**config.mk**
```make
export PLATFORM = sky130hd
export DESIGN_NAME = alu_hw_generator
export DESIGN_NICKNAME = d
export VERILOG_FILES = /design/src/rtl/alu_hw_gen_pkg.sv /design/src/rtl/alu_lfsr32.sv /design/src/rtl/alu_hw_generator.sv
export SDC_FILE = /design/constraint.sdc
export NUM_CORES = 1
export LEC_CHECK = 0
export ABC_CLOCK_PERIOD_IN_PS = 18050
export CELL_PAD_IN_SITES_DETAIL_PLACEMENT = 0
export CELL_PAD_IN_SITES_GLOBAL_PLACEMENT = 1
export CORE_MARGIN = 8
export CORE_UTILIZATION = 40
export CTS_BUF_LIST = sky130_fd_sc_hd__clkbuf_4 sky130_fd_sc_hd__clkbuf_8
export CTS_CLUSTER_DIAMETER = 60
export CTS_CLUSTER_SIZE = 16
export DETAILED_ROUTE_END_ITERATION = 10
export PLACE_DENSITY_LB_ADDON = 0.1
export SKIP_CTS_REPAIR_TIMING = 1
export SLEW_MARGIN = 10
export SYNTH_ARGS = -nofsm -noshare
export SYNTH_HDL_FRONTEND = slang
export SYNTH_SLANG_ARGS = --single-unit
```
**constraint.sdc**
```tcl
create_clock -name CLK -period 18.05 [get_ports CLK]
set_clock_uncertainty 0.05 [all_clocks]
set_input_delay 3.61 -clock CLK [delete_from_list [all_inputs] [get_ports CLK]]
set_output_delay 3.61 -clock CLK [all_outputs]
set_load 0.01 [all_outputs]
```
**src/rtl/alu_hw_gen_pkg.sv**
```systemverilog
// Shared types, constants and sizing helpers for the ALU hardware transaction generator.
package alu_hw_gen_pkg;

  typedef enum logic [2:0] {
    S_IDLE,
    S_GEN,
    S_SEND,
    S_DELAY,
    S_DONE
  } state_t;

  localparam logic [31:0] LFSR_MASK = 32'h8020_0003;
  localparam int OP_W   = 4;
  localparam int MOVI_W = 2;

  // Random bits consumed per transaction: IMM, MEM, REG_A, MOVI, OP.
  function automatic int calc_f(input int dw);
    return 3 * dw + MOVI_W + OP_W;
  endfunction

  // LFSR words needed to cover one transaction.
  function automatic int calc_k(input int dw);
    return (calc_f(dw) + 31) / 32;
  endfunction

endpackage

```
**src/rtl/alu_lfsr32.sv**
```systemverilog
// 32-bit Galois LFSR; a zero seed is replaced by 1 so the register never locks up.
module alu_lfsr32
  import alu_hw_gen_pkg::*;
(
  input  logic        CLK,
  input  logic        RESET,
  input  logic        load,
  input  logic [31:0] load_val,
  input  logic        step,
  output logic [31:0] state_next
);

  logic [31:0] s;

  assign state_next = (s >> 1) ^ (s[0] ? LFSR_MASK : 32'h0);

  always_ff @(posedge CLK) begin
    if (RESET)     s <= 32'h1;
    else if (load) s <= (load_val == 32'h0) ? 32'h1 : load_val;
    else if (step) s <= state_next;
  end

endmodule

```
**src/rtl/alu_hw_generator.sv**
```systemverilog
// Seeded pseudo-random ALU transaction generator with weighted inter-transaction delays.
// Optional statistics outputs are enabled with `define ALU_HW_GEN_STATS_EN.
module alu_hw_generator
  import alu_hw_gen_pkg::*;
#(
  parameter int DATA_WIDTH     = 8,
  parameter int BT_DELAY_EN_WT = 1,
  parameter int BT_DELAY_DI_WT = 10,
  parameter int BT_DELAY_LOW   = 1,
  parameter int BT_DELAY_HIGH  = 10
) (
  input  logic                  CLK,
  input  logic                  RESET,
  input  logic                  START,
  input  logic [31:0]           SEED,
  input  logic [31:0]           TRANS_COUNT,
  output logic                  BUSY,
  output logic                  DONE,
  output logic                  OUT_VLD,
  input  logic                  OUT_RDY,
  output logic [OP_W-1:0]       OUT_OP,
  output logic [MOVI_W-1:0]     OUT_MOVI,
  output logic [DATA_WIDTH-1:0] OUT_REG_A,
  output logic [DATA_WIDTH-1:0] OUT_MEM,
  output logic [DATA_WIDTH-1:0] OUT_IMM
`ifdef ALU_HW_GEN_STATS_EN
  ,
  output logic [15:0]           STAT_DELAYS,
  output logic [31:0]           STAT_DELAY_CYCLES
`endif
);

  localparam int F      = calc_f(DATA_WIDTH);
  localparam int K      = calc_k(DATA_WIDTH);
  localparam int GW     = (K > 1) ? $clog2(K) : 1;
  localparam int WSUM   = BT_DELAY_EN_WT + BT_DELAY_DI_WT;
  localparam int DRANGE = BT_DELAY_HIGH - BT_DELAY_LOW + 1;

  state_t          state, nxt;
  logic [31:0]     remaining;
  logic [GW-1:0]   gen_cnt;
  logic [7:0]      dly_cnt;
  logic [F-1:0]    fill;
  logic [31:0]     r;
  logic [31:0]     wt_mod;
  logic [15:0]     dly_mod;
  logic [7:0]      dly_val;
  logic            start_acc, hs, take_delay, enter_delay;

  assign start_acc = (state == S_IDLE) && START;
  assign hs        = (state == S_SEND) && OUT_RDY;

  alu_lfsr32 u_lfsr (
    .CLK        (CLK),
    .RESET      (RESET),
    .load       (start_acc),
    .load_val   (SEED),
    .step       ((state == S_GEN) || hs),
    .state_next (r)
  );

  // Delay decision uses the LFSR value produced by the handshake step.
  assign wt_mod      = r % 32'(WSUM);
  assign take_delay  = wt_mod < 32'(BT_DELAY_EN_WT);
  assign dly_mod     = r[31:16] % 16'(DRANGE);
  assign dly_val     = 8'(BT_DELAY_LOW) + dly_mod[7:0];
  assign enter_delay = hs && (nxt == S_DELAY);

  always_comb begin
    nxt = state;
    case (state)
      S_IDLE:  if (START) nxt = (TRANS_COUNT == 32'h0) ? S_DONE : S_GEN;
      S_GEN:   if (gen_cnt == GW'(K - 1)) nxt = S_SEND;
      S_SEND: begin
        if (OUT_RDY) begin
          if (remaining == 32'd1) nxt = S_DONE;
          else if (take_delay)    nxt = S_DELAY;
          else                    nxt = S_GEN;
        end
      end
      S_DELAY: if (dly_cnt == 8'd1) nxt = S_GEN;
      S_DONE:  nxt = S_IDLE;
      default: nxt = S_IDLE;
    endcase
  end

  always_ff @(posedge CLK) begin
    if (RESET) begin
      state     <= S_IDLE;
      remaining <= 32'h0;
      gen_cnt   <= '0;
      dly_cnt   <= 8'h0;
      fill      <= '0;
    end else begin
      state   <= nxt;
      gen_cnt <= (state == S_GEN) ? gen_cnt + GW'(1) : '0;
      if (start_acc)     remaining <= TRANS_COUNT;
      else if (hs)       remaining <= remaining - 32'd1;
      // Newest word lands in the low bits; older words shift up and fall off past F.
      if (state == S_GEN) fill <= F'({fill, r});
      if (enter_delay)             dly_cnt <= dly_val;
      else if (state == S_DELAY)   dly_cnt <= dly_cnt - 8'd1;
    end
  end

`ifdef ALU_HW_GEN_STATS_EN
  always_ff @(posedge CLK) begin
    if (RESET || start_acc) begin
      STAT_DELAYS       <= 16'h0;
      STAT_DELAY_CYCLES <= 32'h0;
    end else begin
      if (enter_delay && (STAT_DELAYS != 16'hFFFF))
        STAT_DELAYS <= STAT_DELAYS + 16'd1;
      if ((state == S_DELAY) && (STAT_DELAY_CYCLES != 32'hFFFF_FFFF))
        STAT_DELAY_CYCLES <= STAT_DELAY_CYCLES + 32'd1;
    end
  end
`endif

  assign BUSY      = (state == S_GEN) || (state == S_SEND) || (state == S_DELAY);
  assign DONE      = (state == S_DONE);
  assign OUT_VLD   = (state == S_SEND);
  assign OUT_IMM   = fill[DATA_WIDTH-1:0];
  assign OUT_MEM   = fill[2*DATA_WIDTH-1:DATA_WIDTH];
  assign OUT_REG_A = fill[3*DATA_WIDTH-1:2*DATA_WIDTH];
  assign OUT_MOVI  = fill[3*DATA_WIDTH+MOVI_W-1:3*DATA_WIDTH];
  assign OUT_OP    = fill[F-1:3*DATA_WIDTH+MOVI_W];

endmodule

```
**Yosys cells after proc, flatten, opt, wreduce, memory -nomap -nowiden**

Index checks and enable logic that the tools add are counted.

- Bits of input ports: 68
- Logic and storage cells: 51
- Register bits: 106
- Output and inout bits: 33

- Magnitude comparators: 1
- Equal/unequal tests: 7
- Mux-type cells: 16
- Reduce and logical (&&, ||, !) cells: 13
- Bitwise logic cells: 2
- Add/sub/neg operators: 4
- Div/mod/pow operators: 2

Operators by type and width:

| kind | count |
|---|---|
| 2-to-1 mux 32 bit | 6 |
| logical NOT 32 bit | 2 |
| == test 32 x 1 -> 1 bit, second input constant | 1 |
| less-than comparator 32 x 1 -> 1 bit, second input constant | 1 |
| remainder unit 32 x 4 -> 32 bit, second input constant | 1 |
| subtractor 32 x 1 -> 32 bit, second input constant | 1 |
| bitwise XOR 31 x 32 -> 32 bit | 1 |
| 2-to-1 mux 3 bit | 6 |
| remainder unit 16 x 4 -> 16 bit, second input constant | 1 |
| 2-to-1 mux 8 bit | 2 |
| one-hot mux 3 bit (4 select lines) | 1 |
| == test 3 x 2 -> 1 bit, second input constant | 3 |
| adder 1 x 8 -> 8 bit, first input constant | 1 |
| == test 8 x 1 -> 1 bit, second input constant | 1 |
| subtractor 8 x 1 -> 8 bit, second input constant | 1 |
| nonzero test 2 bit | 3 |
| == test 3 x 1 -> 1 bit, second input constant | 1 |
| == test 3 bit, second input constant | 1 |
| logical AND 1 bit | 3 |
| logical NOT 3 bit | 1 |
| logical OR 1 bit | 3 |
| 2-to-1 mux 2 bit | 1 |
| OR reduction 2 bit | 1 |
| adder 1 bit, second input constant | 1 |
| NOT 1 bit | 1 |

**Logic depth before layout (Yosys ltp)**

Gate-level depths: netlist of the first run.

- Depth in word-level cells: 11
- Gate-level depth with buffers: 72
- Depth with buffers taken out: 56

**Cells and area by module**

Synthesis of the first run repeated with hierarchy kept, for this count alone.

- Cells, all modules: 1893
- Area total of the unflattened synthesis: 13145.1 sq um

Modules (own cells, without submodules):

| module | times used | cells each | sequential area each (sq um) | area an instance (sq um) |
|---|---|---|---|---|
| alu_hw_generator | 1 | 1674 | 1481.4 | 11342.1 |
| alu_lfsr32 | 1 | 219 | 640.6 | 1803.0 |

**Worst setup path after synthesis of the first run**

Ideal clock, no wire load.

- Path type: register to register
- Start: register u_lfsr.s[29]
- End: register dly_cnt[7]
- Slack: 3501 ps
- Data arrival time: 14396 ps
- Required time: 17897 ps
- Path buffers: 6
- Setup time: 103 ps
- Stages on the path, launching flop included: 61
- Clock period less this slack: 14549 ps
- Cells stage by stage: dfxtp_1 nor2b_1 buf_2 a221o_1 o32a_1 or2_1 buf_2 a211o_1 a32o_2 a21oi_2 or2_1 nor3_1 or4_1 buf_2 or3_1 a31oi_1 o22ai_1 buf_4 (+25 left out) mux2_2 o22a_1 mux2_2 o21ai_4 xnor2_1 ha_1 a21o_1 nor3_1 a21o_1 ha_1 nor2_1 nand2_1 a31o_1 a2111o_1 a221oi_2 nand2b_1 o22ai_1 a2111oi_2

- Longest elaborated chain between the ends: 10
- Elaborated cells between the ends (all ways): 13
- Those cells by class: add/sub (1); div (2); order compare (1); eq/ne (1); mux (5); bitwise (1); reduce/logical (2)

Ends and longest elaborated chain:

| what | line | RTL |
|---|---|---|
| start: declaration | alu_lfsr32.sv:13 | `logic [31:0] s;` |
| start signal: assignment | alu_lfsr32.sv:19 | `else if (load) s <= (load_val == 32'h0) ? 32'h1 : load_val;` |
| start signal: assignment | alu_lfsr32.sv:20 | `else if (step) s <= state_next;` |
| bitwise XOR 31 x 32 -> 32 bit (*) | alu_lfsr32.sv:15 | `assign state_next = (s >> 1) ^ (s[0] ? LFSR_MASK : 32'h0);` |
| remainder unit 32 x 4 -> 32 bit | alu_hw_generator.sv:63 | `assign wt_mod = r % 32'(WSUM);` |
| less-than comparator 32 x 1 -> 1 bit | alu_hw_generator.sv:64 | `assign take_delay = wt_mod < 32'(BT_DELAY_EN_WT);` |
| 2-to-1 mux 2 bit | alu_hw_generator.sv:77 | `else if (take_delay) nxt = S_DELAY;` |
| 2-to-1 mux 3 bit | alu_hw_generator.sv:76 | `if (remaining == 32'd1) nxt = S_DONE;` |
| 2-to-1 mux 3 bit | alu_hw_generator.sv:75 | `if (OUT_RDY) begin` |
| one-hot mux 3 bit (4 select lines) | alu_hw_generator.sv:71 | `case (state)` |
| == test 3 x 2 -> 1 bit | alu_hw_generator.sv:67 | `assign enter_delay = hs && (nxt == S_DELAY);` |
| logical AND 1 bit | alu_hw_generator.sv:67 |  |
| 2-to-1 mux 8 bit or nonzero test 2 bit (tied branches) | - |  |
| end signal: assignment | alu_hw_generator.sv:101 | `if (enter_delay) dly_cnt <= dly_val;` |
| end signal: assignment | alu_hw_generator.sv:102 | `else if (state == S_DELAY) dly_cnt <= dly_cnt - 8'd1;` |
| end: declaration | alu_hw_generator.sv:42 | `logic [7:0] dly_cnt;` |

Every way passes the cells marked *; elsewhere a longest branch is shown, timed or not.
A chain may end at the register's enable or synchronous reset.

**Worst setup path after layout of the first run**

- Start: register u_lfsr.s[28]
- End: register dly_cnt[7]

Same word-level chain as after synthesis.

==> results.cfg, run 1 <==
[outcome]
status = completed

[setup_path]
required_ns = 18.33
cp_top_family = compound AO/OA/AOI/OAI gates
crit_arrival_ns = 17.14
critical_path_class = reg -> reg
critPathMaxFanout = 29
cpMaxStageDelayCell = or4_1
critical_path_buf_inv_count = 4
slowest_delay_ns = 0.69
crit_path_end_kind = flop
startpoint_type = flop

[sta]
fin_crit_sh = 0.934
setup-violations-final = 0
fmax_mhz = 59.3
slew_violations = 0
relSlewSlack = 0.234
fin_ws_ns = 1.20
tns_ns = 0
rsz0062_at_grt = false
hold_violations = 0
worst_pin_slew_ns = 1.15
finalCriticalPeriod_ns = 16.85

[clock_tree]
clk_pin_slew_ns = 0.13
htree_levels = 3
cts_root_buffer = clkbuf_8
cts_tree = built
cts_buffers = 9
clockBufferDepth = 2
clock-sinks = 106
clk_latency_ns = 0.43

[final_layout]
drive_gt1_frac = 0.107
final_cell_mix = nand2_1, nor2_1, a21oi_1
antennaDiodeCount = 0
layout_commonest_cell = nand2_1
syn_to_final_growth_pct = 12.2
post-route-util = 0.451
n_fill_cell = 3464
layout.nets = 1981
seqCellArea_um2 = 2130
multi_input_area_um2 = 10400

[global_route]
grt_max_degree = 93
grt_util_all_layers = 0.226
grt_pass1_wl_um = 75000
antenna_found_initial = 0
overflow = 0
first_global_vias = 14200

[drt]
viasPerCell = 6.51
initialDrtViolationCount = 1540
drc = 0
vias = 15300
wl_per_cell_um = 19.8
first_pass_iters = 8
wl_um = 46600
ant_nets = 0

[yosys]
synth_edf_count = 0
yosys.area.top_type = dfxtp_1
ys_seq_area_frac = 0.159
yosys_warnings = 0
synth.distinct_cells = 125
synth_seq_cells = 106
synth_area_per_cell_um2 = 7.02
synthCells = 1900
async_reset_ff_frac = 0
synth_fa_ha_area_frac = 0.0122
yosysTopAreaCellShare = 0.159
synth_ff_type = dfxtp_1
synth_nets = 1977
synthXorXnorAreaFrac = 0.0281
synth_area_leaders = dfxtp_1, a21oi_1, nand2_1
synth-simple-area-share = 0.270
synth_compound_area_frac = 0.420
synth_top_family_by_area = compound AO/OA/AOI/OAI gates
synth_area_um2 = 13300
synth_mux_area_frac = 0.0383

[floorplanning]
die_h_um = 199
start_util = 0.402
io-pin-count = 101
die_area_um2 = 39500
die_x_um = 199
core_um2 = 33200
rows = 67

[flow_run]
maxCapViolCount = 0

[min_path]
hp-class = reg -> reg

[placement]
place_worst_setup_slack_ns = 0.528
gp_congestion = 0.928
io_buffers = 100
dp_hpwl_um = 33200
## sequential cells by signal, summed over array words and instances (netlist names)
signal     cells
fill          30
remaining     32
u_lfsr.s      32
dly_cnt        8
gen_cnt        1
state          3
## synth_stat cells (15+ instances only)
cell      number
o21ai_1       18
o21a_1        17
mux2i_1       31
o211ai_1      33
a21oi_1      153
or3_1         18
buf_2         48
o31ai_1       18
dfxtp_1      106
o22ai_1       23
inv_1         37
a31oi_1       29
a21o_1        15
a221oi_1      39
nor2_1       175
clkbuf_1      99
buf_4         15
o21ai_0       99
nand2b_1      18
nor2b_1       15
nand4_1       24
nand3_1       46
nor3_1        75
xnor2_1       31
a211oi_1      55
o221ai_1      15
nand2_1      192
nor4_1        47
and3_1        26
## logic make-up after synthesis
logic type | Yosys count
and+or+nand+nor | 719
adders and majority gates | 14
muxes | 47
DFF | 106
buffers and inverters | 218
AOI/OAI and AO/OA | 754
xor gates and xnor gates | 42
## path summary, 6_finish.rpt
path                startpoint    endpoint  slack, ns  depth (start not counted)
hold reg to reg       fill[11]    fill[11]       0.41                          2
setup reg to reg  u_lfsr.s[28]  dly_cnt[7]       1.20                         56
hold / removal        fill[11]    fill[11]       0.41                          2
setup / recovery  u_lfsr.s[28]  dly_cnt[7]       1.20                         56
## metrics by stage
step | instances | cell area (um2) | hold slack (ns)
global placement | 2341 | 14600 | 0.391
CTS | 2357 | 14800 | 0.412
global route | 2357 | 15000 | 0.435
detailed placement | 2341 | 14600 | 0.396
floorplan | 1900 | 13300 | 0.370
finish | 2357 | 15000 | 0.410
## tightest hold or removal path, delay by kind of cell, from the launching register on
kind | cells | cell delay (ns)
flip-flops | 1 | 0.32
AND/OR/NAND/NOR | 1 | 0.05
AO/OA/AOI/OAI | 1 | 0.05
## layout make-up
cell class,count,share of cell area
Multi-Input combinational cell,1576,0.694
Sequential cell,106,0.142
Timing Repair Buffer,166,0.101
Tap cell,448,0.0375
Inverter,45,0.0113
Clock buffer,11,0.00970
Clock inverter,5,0.00451
## metal layers
metal / up-vias / track usage / routed length (um)
met5: - / 0 / 0
met4: 0 / 0.0574 / 743
met3: 58 / 0.0296 / 2730
met2: 518 / 0.376 / 21900
met1: 7362 / 0.305 / 21200
li1: 7406 / - / -
Power of run 1 is left out: the tool's default activity adds up to more than one toggle a clock period on the data nets, which glitch-free logic cannot reach.
==> inputs of run 2 (changes only) <==
CORE_MARGIN = default   (was 8)
==> results.cfg, run 2 (same netlist as run 1, synthesis figures left out) <==
[final_layout]
layout.nets = 1979
antennaDiodeCount = 0
n_fill_cell = 3373
multi_input_area_um2 = 10300
syn_to_final_growth_pct = 11.7
seqCellArea_um2 = 2120
final_cell_mix = nand2_1, nor2_1, a21oi_1
layout_commonest_cell = nand2_1
drive_gt1_frac = 0.102
top_regs = remaining x32, u_lfsr.s x32, fill x30

[sta]
fin_ws_ns = 1.16
fmax_mhz = 59.2
whs_ns = 0.411
setup-violations-final = 0
fin_crit_sh = 0.936
slew_violations = 0
worst_pin_slew_ns = 0.914
hold_violations = 0
finalCriticalPeriod_ns = 16.89
relSlewSlack = 0.373

[setup_path]
required_ns = 18.36
endpoint = dly_cnt[7]
reg2reg_from = u_lfsr.s[31]
ff2ff_path_depth = 55
critPathMaxFanout = 29
cpMaxStageDelayCell = mux2i_1
startpoint_type = flop
rrSetupSlack_ns = 1.16
crit_arrival_ns = 17.20
critical_path_class = reg -> reg
slowest_delay_ns = 0.77
r2r_end = dly_cnt[7]
crit_path_end_kind = flop
crit_start = u_lfsr.s[31]

[global_route]
grt_max_degree = 63
first_global_vias = 13700
overflow = 0
antenna_found_initial = 0
grt_pass1_wl_um = 73300
grt_util_all_layers = 0.263

[drt]
ant_nets = 0
initialDrtViolationCount = 1465
wl_per_cell_um = 19.5
first_pass_iters = 8
wl_met2_um = 21800
drc = 0
viasPerCell = 6.56
vias = 15400
wl_um = 45800
wl_met3_um = 2550
drt-met1-wl_um = 20700
highest_layer = met4

[min_path]
min-delay-start = fill[14]
hp-class = reg -> reg

[floorplanning]
die_h_um = 185
rows = 66
core_um2 = 32700
start_util = 0.408
die_area_um2 = 34100
die_x_um = 185
io-pin-count = 101

[clock_tree]
clk_pin_slew_ns = 0.14
clock-sinks = 106
cts_buffers = 9
cts_root_buffer = clkbuf_8
htree_levels = 3
clockBufferDepth = 2
clk_latency_ns = 0.45
cts_tree = built

[flow_run]
maxCapViolCount = 0

[placement]
place_worst_setup_slack_ns = 0.856
dp_hpwl_um = 32100
gp_congestion = 0.952
io_buffers = 100

[outcome]
status = completed
[run 2: changes by cell type in the layout (fill, tap and decap cells not counted), moves of 2 or more]
cell,before,now
buf_12,1,3
dfxtp_2,5,2
dfxtp_1,101,104
buf_4,66,62
clkinv_8,0,2
[run 2: worst max-delay path, delay by kind of cell, from the launching register on]
| family | cells | cell delay [ns] |
|---|---|---|
| flops | 1 | 0.32 |
| simple gates | 19 | 4.70 |
| compound gates | 29 | 9.21 |
| fa+ha+maj | 1 | 0.29 |
| buf+inv | 2 | 0.42 |
| xor+xnor | 1 | 0.13 |
| mux | 3 | 1.66 |
[run 2: through the flow]
stage / area [um2] / cells / util / TNS [ns]
final: 14900 / 2349 / 0.456 / 0
after global placement: 14600 / 2328 / 0.446 / 0
after floorplan: 13300 / 1900 / - / 0
after CTS: 14800 / 2344 / 0.453 / 0
after detailed placement: 14600 / 2328 / 0.446 / 0
after global routing: 14900 / 2349 / 0.456 / -0.000735
[run 2: how the worst min path moves through the flow]
stage	to	slack (ns)	cells past startpoint
after global placement	gen_cnt	0.39	1
after floorplan	gen_cnt	0.37	1
after CTS	fill[14]	0.41	2
final	fill[14]	0.41	2
after detailed placement	fill[14]	0.40	2
after global routing	fill[2]	0.42	2
[run 2: layout make-up]
class | instances | area share
multi-input cells | 1576 | 0.694
flip-flops and latches | 106 | 0.142
repair buffers | 164 | 0.102
well taps | 442 | 0.0371
inverters | 45 | 0.0113
clock buffers | 9 | 0.00831
clock inverters | 7 | 0.00537
[run 2: per-layer routing]
metal	track usage	vias up
met3	0.0318	65
met2	0.434	591
met5	0	-
li1	-	7394
met1	0.358	7358
met4	0.0694	0
Power of run 2 is left out for the same reason.
==> inputs of run 3 (changes only) <==
TNS_END_PERCENT = 50   (was default)
==> results of run 3 <==
Final layout, timing and power as in run 2 (identical DEF).
Power of run 3 is left out for the same reason.
